File: src/rtl/hazard_scoreboard.sv
// -----------------------------------------------------------------------------
// hazard_scoreboard
//
// Register-pending scoreboard for the in-order pipeline. Every long-latency
// write (load, mul, div) marks its destination pending from issue until its
// writeback. The instruction in ID is stalled on a RAW or WAW conflict against
// a pending register, or when the in-flight limit has been reached.
//
// Ports
//   clk, rst_n            clock, asynchronous active-low reset
//   id_valid              valid instruction in IF/ID
//   id_rs1, id_rs2        source register indices
//   id_rs1_used/rs2_used  source field actually read
//   id_rd, id_rd_we       destination index and write enable
//   id_long               instruction is long-latency
//   flush                 squash the instruction in ID
//   wb_valid, wb_rd       long-latency writeback this cycle
//   stall                 hold PC and IF/ID, bubble into ID/EX (combinational)
//   pend_cnt              long-latency operations in flight
//   full                  pend_cnt == MAX_PEND
//   stall_cycles          saturating count of stalled cycles
//   err                   sticky: writeback to a non-pending register or x0
// -----------------------------------------------------------------------------
module hazard_scoreboard #(
   parameter int unsigned NREG     = 32,
   parameter int unsigned AW       = 5,
   parameter int unsigned MAX_PEND = 4,
   parameter int unsigned CNT_W    = 16,
   localparam int unsigned PW      = $clog2(MAX_PEND + 1)
) (
   input  logic             clk,
   input  logic             rst_n,
   input  logic             id_valid,
   input  logic [AW-1:0]    id_rs1,
   input  logic [AW-1:0]    id_rs2,
   input  logic             id_rs1_used,
   input  logic             id_rs2_used,
   input  logic [AW-1:0]    id_rd,
   input  logic             id_rd_we,
   input  logic             id_long,
   input  logic             flush,
   input  logic             wb_valid,
   input  logic [AW-1:0]    wb_rd,
   output logic             stall,
   output logic [PW-1:0]    pend_cnt,
   output logic             full,
   output logic [CNT_W-1:0] stall_cycles,
   output logic             err
);

   localparam logic [PW-1:0]    CntMax   = PW'(MAX_PEND);
   localparam logic [CNT_W-1:0] StallMax = '1;

   // State
   logic [NREG-1:0]  pending_q, pending_d;
   logic [PW-1:0]    cnt_q, cnt_d;
   logic [CNT_W-1:0] sc_q, sc_d;
   logic             err_q, err_d;

   // One-hot decodes. Bit 0 is never set, so register 0 can never match a
   // pending bit and indices outside NREG decode to nothing.
   logic [NREG-1:0] rs1_dec, rs2_dec, rd_dec, wb_dec;

   always_comb begin
      rs1_dec = '0;
      rs2_dec = '0;
      rd_dec  = '0;
      wb_dec  = '0;
      for (int unsigned r = 1; r < NREG; r++) begin
         rs1_dec[r] = (id_rs1 == AW'(r));
         rs2_dec[r] = (id_rs2 == AW'(r));
         rd_dec[r]  = (id_rd  == AW'(r));
         wb_dec[r]  = (wb_rd  == AW'(r));
      end
   end

   // Hazard evaluation
   logic [NREG-1:0] eff;
   logic            wb_clear;
   logic            long_wr;
   logic            raw1, raw2, waw, cap;
   logic            at_max;
   logic            issue;

   always_comb begin
      // A same-cycle writeback is bypassed WB->ID, so it no longer blocks.
      eff      = pending_q & ~(wb_valid ? wb_dec : '0);
      wb_clear = wb_valid & (|(pending_q & wb_dec));
      long_wr  = id_long & id_rd_we & (|rd_dec);
      raw1     = id_rs1_used & (|(eff & rs1_dec));
      raw2     = id_rs2_used & (|(eff & rs2_dec));
      waw      = id_rd_we & (|(eff & rd_dec));
      at_max   = (cnt_q >= CntMax);
      // cnt never exceeds MAX_PEND, so "cnt - clear >= MAX_PEND" reduces to
      // "at the limit and nothing retiring this cycle".
      cap      = long_wr & at_max & ~wb_clear;
      stall    = id_valid & ~flush & (raw1 | raw2 | waw | cap);
      issue    = id_valid & ~flush & ~stall & long_wr;
   end

   // Next state
   always_comb begin
      pending_d = pending_q;
      if (wb_clear) begin
         pending_d = pending_d & ~wb_dec;
      end
      // Applied after the clear so a same-register issue wins.
      if (issue) begin
         pending_d = pending_d | rd_dec;
      end

      cnt_d = cnt_q;
      unique case ({issue, wb_clear})
         2'b10: if (cnt_q < CntMax) cnt_d = cnt_q + PW'(1);
         2'b01: if (cnt_q != '0)    cnt_d = cnt_q - PW'(1);
         default: cnt_d = cnt_q;
      endcase

      // Any writeback that does not retire a pending register is a protocol
      // error; it leaves the bitmap and count untouched.
      err_d = err_q | (wb_valid & ~wb_clear);

      sc_d = sc_q;
      if (stall && (sc_q != StallMax)) begin
         sc_d = sc_q + CNT_W'(1);
      end
   end

   always_ff @(posedge clk or negedge rst_n) begin
      if (!rst_n) begin
         pending_q <= '0;
         cnt_q     <= '0;
         sc_q      <= '0;
         err_q     <= 1'b0;
      end else begin
         pending_q <= pending_d;
         cnt_q     <= cnt_d;
         sc_q      <= sc_d;
         err_q     <= err_d;
      end
   end

   assign pend_cnt     = cnt_q;
   assign full         = (cnt_q == CntMax);
   assign stall_cycles = sc_q;
   assign err          = err_q;

   // Invariants: the count always equals the bitmap population and x0 is
   // never pending.
   a_cnt_matches_bitmap: assert property (@(posedge clk) disable iff (!rst_n)
      $countones(pending_q) == int'(cnt_q));
   a_x0_never_pending: assert property (@(posedge clk) disable iff (!rst_n)
      !pending_q[0]);

endmodule
File: config.mk
export PLATFORM = sky130hd
export DESIGN_NAME = hazard_scoreboard
export DESIGN_NICKNAME = d
export VERILOG_FILES = /design/src/rtl/hazard_scoreboard.sv
export SDC_FILE = /design/constraint.sdc
export NUM_CORES = 1
export LEC_CHECK = 0
export ABC_CLOCK_PERIOD_IN_PS = 11300
export CORE_ASPECT_RATIO = 0.75
export CORE_MARGIN = 2
export CORE_UTILIZATION = 58
export CTS_BUF_LIST = sky130_fd_sc_hd__clkbuf_8
export DETAILED_ROUTE_END_ITERATION = 8
export PLACE_DENSITY = 0.93
export RECOVER_POWER = 25
export SYNTH_ARGS = -nofsm -noshare
export SYNTH_HDL_FRONTEND = slang
export SYNTH_SLANG_ARGS = --single-unit
export TNS_END_PERCENT = 100
File: constraint.sdc
create_clock -name clk -period 11.3 [get_ports clk]
set_input_delay 1.695 -clock clk [delete_from_list [all_inputs] [get_ports clk]]
set_output_delay 1.695 -clock clk [all_outputs]
set_load 0.005 [all_outputs]
# After elaboration in Yosys (flattened, before gate mapping)
# Cells that the tools add are included.
[word_totals]
output_inout_bits = 22
regBits = 52
[op_classes]
add_sub_neg = 3
n_bitwise = 29
n_mux = 6
n_reduce_logical = 9
eq_ne = 130
n_lt_le_gt_ge = 2
[ops]
columns = ["operator", "count"]
rows = [
  ["$eq 5x5->1 const B", 64],
  ["$and 32x32->32", 6],
  ["$eq 5x4->1 const B", 32],
  ["$reduce_or 32->1", 4],
  ["$mux 32", 3],
  ["$eq 5x3->1 const B", 16],
  ["$not 32->32", 2],
  ["$eq 5x2->1 const B", 8],
  ["$or 32x32->32", 1],
  ["$reduce_or 31->1", 1],
  ["$eq 5x1->1 const B", 4],
  ["$add 16x1->16 const B", 1],
  ["$ne 16x16->1 const B", 1],
  ["$and 1x1->1", 13],
  ["$mux 3", 2],
  ["$pmux 3 s2", 1],
  ["$ne 2x2->1 const B", 2],
  ["$or 1x1->1", 4],
  ["$add 3x1->3 const B", 1],
  ["$eq 3x3->1 const B", 1],
  ["$ge 3x3->1 const B", 1],
  ["$lt 3x3->1 const B", 1],
  ["$not 1->1", 3],
  ["$reduce_and 3->1", 1],
  ["other kinds (6)", 6],
]

# Longest topological paths before layout
[depth]
ltp_word = 17
depth_mapped = 18
depth_no_buf = 13

# Worst setup path before layout
# No wires, ideal clock.
[synth_path]
path_kind = "in2out"
from = "input wb_rd[2]"
to = "output stall"
path_slack_ns = 5.764
stages = 7
arrival_ns = 3.841
cell_sequence = "mux4_1 a221o_1 a2111oi_1 a41oi_1 or3b_1 nand4_2 and2_1"
[synth_between]
elab_chain_cells = 11
word_cells_on_any_way = 52
[synth_rtl]
columns = ["element", "line", "source"]
rows = [
  ["from (decl)", "43", "input logic [AW-1:0] wb_rd,"],
  ["$eq 5x1->1, or another cell as far along", "73", "wb_dec[r] = (wb_rd == AW'(r));"],
  ["$mux 32", "87", "eff = pending_q & ~(wb_valid ? wb_dec : '0);"],
  ["$not 32->32", "87", ""],
  ["$and 32x32->32", "87", ""],
  ["$and 32x32->32 (on tied branches)", "90, 91", ""],
  ["$reduce_or 32->1 (on tied branches)", "90, 91", ""],
  ["$and 1x1->1 (on tied branches)", "90, 91", ""],
  ["$or 1x1->1 (2 in a row)", "97", "stall = id_valid & ~flush & (raw1 | raw2 | waw | cap);"],
  ["$or 1x1->1 *", "97", ""],
  ["$and 1x1->1 *", "97", ""],
  ["to (decl)", "44", "output logic stall,"],
]
# Mark *: on every way between the ends. The rest lies on a longest branch, timed or not.

# Worst setup path after layout
[layout_path]
from = "input wb_rd[3]"
to = "output stall"
# Same word-level chain as after synthesis.

==> results.sh <==
export IMPL_die_w_um=107
export IMPL_htree_num_levels=2
export IMPL_synthXorXnorAreaFrac_pct=2.84
export IMPL_clk_pin_slew_worst_paths_ps=90
export IMPL_post_cts_setup_buffers=0
export IMPL_num_vias=5005
export IMPL_synth_area_leaders="dfrtp_1 (28%), a2111oi_0 (11%), o31ai_2 (6.5%)"
export IMPL_final_area_um2=5090
export IMPL_dieArea_um2=8720
export IMPL_fillers=622
export IMPL_io_pins=51
export IMPL_critPathMaxStageDelay_ps=960
export IMPL_synth_fa_ha_area_share_pct=1.24
export IMPL_worstPathRequired_ps=9610
export IMPL_synth_top_cell_area_share_pct=27.6
export IMPL_fin_skew_ps=5.08
export IMPL_fmax_ghz=0.127
export IMPL_syn_area_um2=4630
export IMPL_hp_class="register to register"
export IMPL_failed_checks="DRC, capacitance limit, slew limit"
export IMPL_p_leak_nw=1.71
export IMPL_grtUsageTotal_pct=39.0
export IMPL_cts_resized=0
export IMPL_worst_path_max_fanout=18
export IMPL_power_frac_clock_pct=22.6
export IMPL_clock_latency_ps=310
export IMPL_die_y_um=81.4
export IMPL_yosys_area_share_simple_pct=26.7
export IMPL_yosysSeqAreaShare_pct=27.6
export IMPL_rows=28
export IMPL_numCtsBuffers=5
export IMPL_ctsLongestPathBuffers=2
export IMPL_yosysTopAreaCell="dfrtp_1"
export IMPL_portBuffers=50
export IMPL_synthCells=534
export IMPL_worst_setup_path_start_kind="input port"
export IMPL_synth_warnings=0
export IMPL_r2r_slack_ps=6520
export IMPL_setup_slack_ps=3420
export IMPL_dp_cells=641
export IMPL_dpl_worst_slack_ps=3630
export IMPL_period_share_pct=69.8
export IMPL_drcViolationCount=12
export IMPL_powerDensity_nw_per_um2=105
export IMPL_synth_top_family_by_area="compound AO/OA/AOI/OAI gates"
export IMPL_syn_nets=567
export IMPL_setup_tns_ps=0
export IMPL_dr_pass1_iters=9
export IMPL_synth_seq_cells=51
export IMPL_p_comb_share_pct=32.9
export IMPL_dpl_cell_area_um2=4990
export IMPL_fin_crit_ps=7880
export IMPL_ant_nets=0
export IMPL_antenna_found_initial=0
export IMPL_initial_core_util_pct=59.3
export IMPL_seq_power_share_pct=44.6
export IMPL_grt_pass1_wl_mm=25.6
export IMPL_outcome="finished, violations left"
export IMPL_tightest_slew_ps=2880
export IMPL_nets=576
export IMPL_critPathKind="input port to output port"
export IMPL_drv_cap=1
export IMPL_stdcell_count=649
export IMPL_cts_tree="yes"
export IMPL_dp_hpwl_mm=11.8
export IMPL_coreArea_um2=7810
export IMPL_yosys_most_used_dff="dfrtp_1"
export IMPL_grt_pass1_vias=4498
export IMPL_viasPerCell=7.71
export IMPL_ys_async_sr_fraction_pct=100
export IMPL_setup_viol_count_final=0
export IMPL_dr_first_iter_drc_count=1102
export IMPL_clockRootBuffer="clkbuf_8"
export IMPL_internal_power_mw=0.335
export IMPL_crit_chain="clkdlybuf4s50_1, nor2b_1, a2111oi_0, nor4_1, o311ai_0, o41ai_2, nand4_2, and2_1, clkdlybuf4s50_1"
export IMPL_clock_sinks=51
export IMPL_synth_distinct_cells=64
export IMPL_synth_compound_area_share_pct=29.1
export IMPL_drv_slew=52
export IMPL_insertedDiodeCount=0
export IMPL_slew_headroom_pct=-91.9
export IMPL_cp_common_cell="clkdlybuf4s50_1"
export IMPL_switchingPower_mw=0.200
export IMPL_cp_end_kind="output port"
export IMPL_rsz0062_at_grt="false"
export IMPL_grt_max_degree=52
export IMPL_syn_area_per_cell_um2=8.67
export IMPL_drt_total_wl_mm=17.1
export IMPL_drive_gt1_share_pct=11.4
export IMPL_finalHoldViolCount=0
export IMPL_finalPower_mw=0.535
export IMPL_arrival_ps=6190
export IMPL_ir_drop_uv=95.0
export IMPL_slowest_stage="nor2b_1"
export IMPL_grt_overflow_total=0
export IMPL_switching_share_pct=37.3
export IMPL_cts_hold_buf=0
export IMPL_synthToLayoutAreaGrowth_pct=9.92
export IMPL_synth_edff_count=0
export IMPL_wl_per_cell_um=26.4
export IMPL_muxShareOfSynthArea_pct=3.78
export IMPL_gp_congestion=1.12
registers in the layout, summed over array words and instances (netlist names):
signal        cells
err               1
pend_cnt          3
pending_q        31
stall_cycles     16
power by group through the flow:
stage / Combinational (mW) / Sequential [mW] / Clock, mW
after detailed placement: 0.168 / 0.239 / 0
after floorplan: 0.0971 / 0.230 / 0
after CTS: 0.169 / 0.236 / 0.120
after global placement: 0.164 / 0.238 / 0
after global routing: 0.185 / 0.240 / 0.126
final: 0.176 / 0.238 / 0.121
stage by stage:
step                      util (%)  hold slack, ps
after floorplan                  -             468
after global placement        63.9             476
final                         65.1             502
after detailed placement      63.9             483
after global routing          65.1             523
after CTS                     65.2             505
logic make-up after synthesis:
logic type / Yosys count
adders and majority gates: 4
muxes: 13
buffers and inverters: 82
AOI/OAI and AO/OA: 154
DFF: 51
and+or+nand+nor: 215
xor gates and xnor gates: 15
critical path, delay by kind of cell:
kind	cells	cell delay [ps]
AO/OA/AOI/OAI	3	990
buffers and inverters	2	1380
AND/OR/NAND/NOR	4	2110
cells in the final DEF, fill, tap and decap left out, types with 4 or more instances in the layout:
cell type / n
a2111oi_0: 56
a211oi_1: 23
a21oi_1: 12
and2_1: 5
and3_1: 12
clkbuf_8: 7
clkdlybuf4s50_1: 49
dfrtp_1: 51
inv_1: 31
mux2i_1: 7
nand2_1: 54
nand2b_1: 12
nand3_1: 32
nand3b_1: 11
nand4_1: 13
nor2_1: 17
nor2b_1: 8
nor4_1: 16
o21ai_0: 5
o21bai_1: 4
o31ai_2: 24
or2_2: 5
or3_1: 4
or3b_2: 9
xnor2_1: 14
cells in the mapped netlist, drive strengths merged, types with 7 or more instances:
library cell / instances
nor2: 17
nand2: 54
inv: 31
dfrtp: 51
nand3: 32
and3: 12
buf: 28
a2111oi: 58
nand2b: 12
nor2b: 8
nand4: 14
or3b: 10
xnor2: 14
a211oi: 23
a21oi: 12
mux2i: 7
o31ai: 28
nor4: 16
nand3b: 11
clkbuf: 23
final timing paths:
check | depth (start not counted) | to | start
min reg2reg | 1 | stall_cycles[6]$_DFFE_PN0P_ | stall_cycles[6]$_DFFE_PN0P_
min in group asynchronous | 2 | err$_DFF_PN0_ | rst_n
max in group asynchronous | 2 | pending_q[28]$_DFF_PN0_ | rst_n
max | 9 | stall | wb_rd[3]
min | 1 | stall_cycles[6]$_DFFE_PN0P_ | stall_cycles[6]$_DFFE_PN0P_
max reg2reg | 12 | pend_cnt[1]$_DFFE_PN0P_ | pending_q[14]$_DFF_PN0_
final cells by class:
cell class	instances	area, µm²	share of cell area (%)
inverters	31	116	2.29
clock buffers	7	96.3	1.89
repair buffers	53	514	10.1
multi-input cells	401	2950	57.9
clock inverters	1	7.51	0.148
well taps	105	131	2.58
flip-flops and latches	51	1280	25.1
metal layers:
metal,part of all wire [%],track usage (%),wire length [µm],vias to the layer above
li1,-,-,-,2090
met1,37,50.9,6260,2293
met2,39,54.8,6730,472
met3,17,18.2,2920,146
met4,6.6,16.8,1130,4
met5,0.54,4.17,93,-
Power figures use the tool's default switching activity.
==> variant, RTL diff (config.mk and constraints unchanged) <==
Reset style: synchronous (`rst_n`), changed in one clocked block. Comments in the files are not updated.
--- a/src/rtl/hazard_scoreboard.sv
+++ b/src/rtl/hazard_scoreboard.sv
@@ -126,7 +126,7 @@
       end
    end
 
-   always_ff @(posedge clk or negedge rst_n) begin
+   always_ff @(posedge clk) begin
       if (!rst_n) begin
          pending_q <= '0;
          cnt_q     <= '0;
Behaviour: differs if rst_n is asserted again (counterexample within 4 cycles, from zero or initial values and one cycle with rst_n low); with rst_n held inactive, the same outputs for 4 cycles.
==> variant against the unedited design <==
Cell count is 3.4% higher. Worst hold slack better by 0.017 ns. Setup slack better by 0.61 ns. Final area is 5.8% lower. Wire length is 5.4% lower. Non-clock buffer count is 1 lower. Sequential cell count stayed put. Count of clock-buffer cells in the layout is 2 lower. Area after synthesis is 6.9% lower.
Power is not compared: it rests on default switching activity, and its combinational part moved more than twofold at a synthesized area within 25%.
==> variant: results (changes against the unedited design) <==
{| class="wikitable"
! Metric !! Value
|-
| Async SR Flop Fraction || 0 (-1.00)
|-
| Via count of the first global-routing pass || 4473 (-0.56%)
|-
| DRC marker count from the first detailed-route iteration || 713 (-35%)
|-
| Source-to-sink clock delay at the later pin of the worst-skew pair || 0.32 ns
|-
| Pin count of the biggest net entering global routing || 42 (-19%)
|-
| Via count || 4880 (-2.5%)
|-
| Post-synthesis sequential area ratio || 0.237 (-0.0389)
|-
| Worst setup path start || wb_rd[2]
|-
| Number of fill cells in the layout || 622 (unchanged)
|-
| Worst Hold Launch || err$_SDFF_PN0_
|-
| IO Port Bufs || 50 (unchanged)
|-
| Slew at the pin closest to its max-slew limit || 1.12 ns (-1.76 ns)
|-
| Global-route track usage on met2 || 0.572 (+0.0234)
|-
| Dominant cells by area after synthesis || dfxtp_1, o31ai_1, nand2_1
|-
| IR Drop Worst-Case VDD || 0.0496 mV
|-
| Cell depth of the worst hold path || 2 (+1)
|-
| Worst endpoint data arrival time || 5.58 ns (-0.61 ns)
|-
| CTS root buffer || clkbuf_8
|-
| Number of gates given a new drive strength after cts || 0 (unchanged)
|-
| Count of TritonRoute iterations in the first routing pass || 8 (-1)
|-
| Yosys warning count || 0 (unchanged)
|-
| Global-route wire length before repair || 24.6 mm (-4.0%)
|-
| Max incr delay on CP || 0.89 ns (-0.07 ns)
|-
| Met3 usage in global routing || 0.147 (-0.0352)
|-
| Final weighted congestion in routability-driven placement || 1.14 (+1.9%)
|-
| Outcome || completed
|-
| Fraction of layout instances using a drive strength above 1 || 0.0632 (-0.0508)
|-
| Clock buffers created by TritonCTS || 5 (unchanged)
|-
| # Post-CTS Setup Buffers || 0 (unchanged)
|-
| Global routing usage on met1 || 0.516 (+0.00707)
|-
| H-tree depth || 2 (unchanged)
|-
| Nets@finish || 602 (+4.5%)
|-
| HPWL after detailed placement || 11.7 mm (-1.2%)
|-
| Number of distinct library cells after synthesis || 72 (+13%)
|-
| Class of the worst hold path || reg -> reg
|-
| Total global routing track utilization || 0.390 (about the same)
|-
| Length in cells of the worst reg-to-reg path || 13 (+1)
|-
| Post-detailed-route wirelength per cell || 24.2 um (-8.5%)
|-
| Max stage delay cell, worst path || nor2_1
|-
| Largest register by flop count || pending_q
|-
| Clock slew at reported path FFs || 0.10 ns
|-
| Biggest fanout along the worst timing path || 17 (-1)
|-
| Number of antenna diodes || 0 (unchanged)
|-
| Number of flip-flops in the largest register || 31 (unchanged)
|-
| Worst setup skew after layout || 0.00742 ns (+0.00235 ns)
|-
| Synth cell count leaders || nand2_1, dfxtp_1, nand3_1, o31ai_1, nor2_1
|-
| Source of the worst register-to-register timing path || pending_q[2]$_SDFF_PN0_
|}
==> variant: cell types whose count changed in the layout (fill, tap and decap cells not counted), moves of 8 or more <==
cell	change
a2111oi_0	-40
a21oi_1	+10
a22oi_1	+9
clkdlybuf4s50_1	-17
dfrtp_1	-51
dfxtp_1	+51
dlygate4sd3_1	+18
inv_1	-9
nor2_1	+18
nor4_1	-12
o31ai_1	+33
o31ai_2	-24
or4_1	+8
xnor2_1	-13
==> variant: cells by family (layout without fill, tap and decap cells) <==
kind of cell | Yosys count | in the layout | share of synthesized area
adders and majority gates | 4 | 4 | 0.0133
DFF | 51 | 51 | 0.237
muxes | 17 | 17 | 0.0444
AOI/OAI and AO/OA | 165 | 165 | 0.290
buffers and inverters | 77 | 82 | 0.0789
xor gates and xnor gates | 2 | 2 | 0.00406
and+or+nand+nor | 249 | 249 | 0.333
==> variant: path summary, 6_finish.rpt <==
check	slack (ns)	to
max	4.02	stall
min reg2reg	0.52	err$_SDFF_PN0_
min	0.52	err$_SDFF_PN0_
max reg2reg	6.99	pend_cnt[2]$_SDFFE_PN0P_
==> variant: final cells by class <==
class                      instances  area, um^2  share of cell area
sequential                        51        1020               0.213
timing repair buffer              52         515               0.108
inverter                          22        82.6              0.0172
tap                              101         126              0.0264
multi-input combinational        437        2950               0.616
clock inverter                     3        27.5             0.00574
clock buffer                       5        68.8              0.0144
==> variant: metal layers <==
layer / share of wire / vias up / wire length [um]
li1: - / 2173 / -
met1: 0.40 / 2249 / 6420
met2: 0.41 / 373 / 6640
met3: 0.15 / 83 / 2400
met4: 0.042 / 2 / 682
met5: 0.0035 / - / 57
==> variant: metrics by stage <==
| stage | util | worst slack, ns | cells | area [um^2] |
|---|---|---|---|---|
| CTS | 0.660 | 4.21 | 671 | 4790 |
| floorplan | - | 6.18 | 565 | 4310 |
| global route | 0.660 | 3.82 | 671 | 4790 |
| global placement | 0.647 | 4.24 | 663 | 4700 |
| detailed placement | 0.647 | 4.18 | 663 | 4700 |
| finish | 0.660 | 4.02 | 671 | 4790 |
==> variant: power breakdown <==
part | leakage (nW) | internal, mW | switching, mW | total [mW]
logic | 1.12 | 0.0223 | 0.0429 | 0.0652
clock network | 0.0463 | 0.0457 | 0.0717 | 0.117
registers | 0.411 | 0.181 | 0.00129 | 0.182
total | 1.57 | 0.249 | 0.116 | 0.364
==> variant: critical path: cells and delay by family <==
family / cells / cell delay, ns
AO/OA/AOI/OAI: 4 / 1.39
buffers and inverters: 2 / 1.12
AND/OR/NAND/NOR: 4 / 1.36
